[src/rtl/nibble_serial_adder.sv]
// Multi-cycle WIDTH-bit add/sub through one 4-bit CLA slice, one nibble per clock.
// Ports: valid/ready operand input (a, b, sub), valid/ready result output (result, carry, ovf, zero).

module CLAA_1 (
  input  logic [3:0] x,
  input  logic [3:0] y,
  input  logic       Cin,
  output logic [3:0] s,
  output logic       Cout,
  output logic       Gij,
  output logic       Pij
);

  logic [3:0] g;
  logic [3:0] p;
  logic [3:0] c;

  assign g = x & y;
  assign p = x ^ y;

  assign c[0] = Cin;
  assign c[1] = g[0] | (p[0] & Cin);
  assign c[2] = g[1] | (p[1] & g[0]) | (p[1] & p[0] & Cin);
  assign c[3] = g[2] | (p[2] & g[1]) | (p[2] & p[1] & g[0])
              | (p[2] & p[1] & p[0] & Cin);

  assign Gij  = g[3] | (p[3] & g[2]) | (p[3] & p[2] & g[1])
              | (p[3] & p[2] & p[1] & g[0]);
  assign Pij  = &p;
  assign Cout = Gij | (Pij & Cin);
  assign s    = p ^ c;

endmodule

module nibble_serial_adder #(
  parameter int WIDTH = 16
) (
  input  logic             clk,
  input  logic             rst,
  input  logic             in_valid,
  output logic             in_ready,
  input  logic [WIDTH-1:0] a,
  input  logic [WIDTH-1:0] b,
  input  logic             sub,
  output logic             out_valid,
  input  logic             out_ready,
  output logic [WIDTH-1:0] result,
  output logic             carry,
  output logic             ovf,
  output logic             zero
);

  localparam int N  = WIDTH / 4;
  localparam int IW = (N > 1) ? $clog2(N) : 1;
  localparam logic [IW-1:0] LAST = IW'(N - 1);

  typedef enum logic [1:0] {
    IDLE,
    RUN,
    DONE
  } state_t;

  state_t st;
  state_t st_n;

  logic [WIDTH-1:0] a_q;
  logic [WIDTH-1:0] b_q;
  logic [WIDTH-1:0] res_q;
  logic [WIDTH-1:0] res_n;
  logic             cy_q;
  logic [IW-1:0]    idx;
  logic             ovf_q;
  logic             zero_q;

  logic [IW+1:0]    bit_lo;
  logic [3:0]       sx;
  logic [3:0]       sy;
  logic [3:0]       ss;
  logic             sco;
  logic             gij_unused;
  logic             pij_unused;
  logic             accept;
  logic             last;

  assign bit_lo = {idx, 2'b00};
  assign sx     = a_q[bit_lo +: 4];
  assign sy     = b_q[bit_lo +: 4];
  assign accept = (st == IDLE) && in_valid;
  assign last   = (idx == LAST);

  CLAA_1 u_slice (
    .x    (sx),
    .y    (sy),
    .Cin  (cy_q),
    .s    (ss),
    .Cout (sco),
    .Gij  (gij_unused),
    .Pij  (pij_unused)
  );

  always_comb begin
    res_n = res_q;
    res_n[bit_lo +: 4] = ss;
  end

  always_ff @(posedge clk or posedge rst) begin
    if (rst) st <= IDLE;
    else     st <= st_n;
  end

  always_comb begin
    st_n = st;
    unique case (st)
      IDLE:    if (in_valid)  st_n = RUN;
      RUN:     if (last)      st_n = DONE;
      DONE:    if (out_ready) st_n = IDLE;
      default:                st_n = IDLE;
    endcase
  end

  always_ff @(posedge clk or posedge rst) begin
    if (rst) begin
      a_q    <= '0;
      b_q    <= '0;
      res_q  <= '0;
      cy_q   <= 1'b0;
      idx    <= '0;
      ovf_q  <= 1'b0;
      zero_q <= 1'b0;
    end else if (accept) begin
      a_q  <= a;
      b_q  <= sub ? ~b : b;
      cy_q <= sub;
      idx  <= '0;
    end else if (st == RUN) begin
      res_q <= res_n;
      cy_q  <= sco;
      if (!last) idx <= idx + 1'b1;
      // Flags settle on the top-nibble edge so they hold through DONE.
      if (last) begin
        ovf_q  <= (a_q[WIDTH-1] == b_q[WIDTH-1])
               && (ss[3] != a_q[WIDTH-1]);
        zero_q <= (res_n == '0);
      end
    end
  end

  assign in_ready  = (st == IDLE);
  assign out_valid = (st == DONE);
  assign result    = res_q;
  assign carry     = cy_q & (st == DONE);
  assign ovf       = ovf_q;
  assign zero      = zero_q;

endmodule

[config.mk]
export PLATFORM = sky130hd
export DESIGN_NAME = nibble_serial_adder
export DESIGN_NICKNAME = d
export VERILOG_FILES = /design/src/rtl/nibble_serial_adder.sv
export SDC_FILE = /design/constraint.sdc
export NUM_CORES = 1
export LEC_CHECK = 0
export CAP_MARGIN = 15
export CORE_MARGIN = 3
export CORE_UTILIZATION = 45
export CTS_CLUSTER_SIZE = 24
export DETAILED_ROUTE_END_ITERATION = 8
export PLACE_DENSITY_LB_ADDON = 0.2
export SYNTH_ARGS = -nofsm -noshare
export SYNTH_HDL_FRONTEND = slang
export SYNTH_SLANG_ARGS = --single-unit
[constraint.sdc]
create_clock -name clk -period 3.1 [get_ports clk]
set_input_delay 0.62 -clock clk [delete_from_list [all_inputs] [get_ports clk]]
set_output_delay 0.62 -clock clk [all_outputs]
set_load 0.01 [all_outputs]
==> impl_metrics.toml <==
[outcome]
outcome = "finished, final reports clean"

[floorplan]
start_util_pct = 46.7
dieArea_mm2 = 0.00717
coreArea_mm2 = 0.00596
pin_count = 58
die_width_um = 84.7
rows = 28
die_y_um = 84.7

[timing]
tightest_slew_ps = 512
setup_viol = 0
finalSetupTns_ps = 0
rsz0062_at_grt = "no"
slew_violations = 0
finalCritPeriodShare_pct = 85.1
hold_violations = 0
fin_worst_skew_ps = 8.20
fmax_mhz = 379
relSlewSlack_pct = 65.6
finalCriticalPeriod_ps = 2640
holdWs_ps = 494

[clocking]
cts_resized = 0
h-tree-depth = 2
clkSinkCount = 55
postCtsSetupRepairBufs = 0
clk_path_buf_depth = 2
postCtsHoldBufs = 0
cts_tree = "built"
clock_latency_ps = 300
cts_buffers = 5
cts-root-buf = "clkbuf_8"
clk_pin_slew_ps = 90

[setup_path]
reg2regPathDepth = 7
path_max_fanout = 8
worstPathArrival_ps = 2830
crit_path_start_kind = "register"
end_kind = "register"
crit_required_ps = 3290
crit_type = "reg2reg"

[synth]
yosysWarnings = 0
synth_most_common_cell = "dfrtp_1"
synthSimpleGateAreaFrac_pct = 9.12
synth_edf_count = 0
synth_compound_area_share_pct = 12.5
netlist_top_cells_count = "dfrtp_1 (55), a21oi_1 (20), nor2_1 (20)"
synth-seq-cells = 55
synthTopCellsByArea = "dfrtp_1 (49%), mux4_2 (6.5%), xnor2_1 (6.0%)"
synth_top_family_by_area = "multiplexers"
muxShareOfSynthArea_pct = 13.3
synthAdderAreaFrac_pct = 5.66
syn_nets = 279
syn_avg_cell_area_um2 = 12.1
postSynth.asyncResetShare_pct = 100
synth_top_area_cell = "dfrtp_1"
yosysUniqueCellTypes = 38
synth_top_area_share_pct = 49.4
synth_area_mm2 = 0.00278
yosysSeqAreaShare_pct = 49.4
syn_inst = 230
synth_xor_area_share_pct = 6.61
synthFlopType = "dfrtp_1"

[job]
maxCapViolCount = 0

[min_path]
hold_depth = 1
hold_class = "reg2reg"

[detailed_routing]
first_pass_iters = 4
drc_errors = 0
postRouteAntennaNets = 0
viasPerCell = 5.34
vias = 1943
drt_iter0_drc = 103
routed_wl_um = 5680
wl_per_cell_um = 15.6

[global_routing]
grt_pass1_wl_um = 10000
grt_max_degree = 38
grt_pass1_vias = 2042
antenna_found_initial = 0
gr-total-overflow = 0
grt_use_total_pct = 17.5

[cells_and_area]
syn_to_final_growth_pct = 26.7
seq_area_mm2 = 0.00138
n_antenna_cell = 0
multi_input_area_mm2 = 0.00132
final_layout_size_suffix_gt1_share_pct = 11.8
nets = 337
fillCellCount = 524

[power_and_ir_drop]
power_density_mw_per_mm2 = 1120
leakage_nw = 1.46
ir_worst_vdd_mv = 0.499

[place]
dp_hpwl_um = 4360
globalplace.congestion = 0.836
port_buffers = 57
worst max-delay path: stages, from the launching register on:
cell and delay [ps]:
dfrtp_1 620, mux4_2 580, ha_1 370, a41oi_1 270, o21ai_2 120, xor2_1 210, nor3_1 90, a211o_1 260
final timing paths:
check                                            to  slack (ps)          startpoint
worst max-delay path                ovf$_DFFE_PP0P_         460  idx[0]$_DFFE_PP0P_
worst min-delay path             a_q[6]$_DFFE_PP0P_         490  a_q[6]$_DFFE_PP0P_
worst max register to register      ovf$_DFFE_PP0P_         460  idx[0]$_DFFE_PP0P_
worst min register to register   a_q[6]$_DFFE_PP0P_         490  a_q[6]$_DFFE_PP0P_
max in group asynchronous        b_q[0]$_DFFE_PP0P_        1870                 rst
min in group asynchronous       a_q[12]$_DFFE_PP0P_         630                 rst
cells in the final DEF (no fill, tap or decap), drive strengths merged, types with 7 or more instances in the layout:
cell and count:
a21oi 20, a22o 13, clkbuf 7, clkdlybuf4s50 57, dfrtp 55, ha 11
mux2 16, mux4 8, nand2 9, nor2 21, xnor2 19
state kept, by name (all words and copies together), names as in the netlist:
name	flops
st	2
cy_q	1
ovf	1
zero	1
result	16
idx	2
a_q	16
b_q	16
routing by layer:
| metal | up-vias | track usage [%] | part of all wire (%) |
|---|---|---|---|
| li1 | 943 | - | - |
| met1 | 941 | 25.0 | 48 |
| met2 | 52 | 26.2 | 46 |
| met3 | 7 | 4.61 | 5.0 |
| met4 | 0 | 5.47 | 1.3 |
| met5 | - | 0 | 0 |
cell families after synthesis:
logic type,Yosys count
compound gates,49
fa+ha+maj,12
flops,55
simple gates,50
xor+xnor,21
buf+inv,18
mux,25
final cells by class:
type / count / share of cell area [%]
sequential: 55 / 39.0
multi-input combinational: 157 / 37.3
timing repair buffer: 63 / 17.4
clock buffer: 7 / 2.73
tap: 75 / 2.66
inverter: 6 / 0.638
clock inverter: 1 / 0.213
report_power, final:
part / total [mW] / switching [mW] / internal (mW)
combinational: 2.24 / 1.16 / 1.08
clock: 0.433 / 0.229 / 0.204
sequential: 1.29 / 0.254 / 1.04
stage by stage:
stage / utilization, % / instances / cell area, µm² / power, mW / setup WS, ps
after floorplan: - / 230 / 2780 / 2.90 / 469
after global placement: 57.5 / 356 / 3420 / 3.50 / 555
after detailed placement: 57.5 / 356 / 3420 / 3.57 / 442
after CTS: 59.2 / 364 / 3530 / 4.01 / 431
after global routing: 59.2 / 364 / 3530 / 4.31 / 238
final: 59.2 / 364 / 3530 / 3.96 / 463
Power figures use the tool's default switching activity.
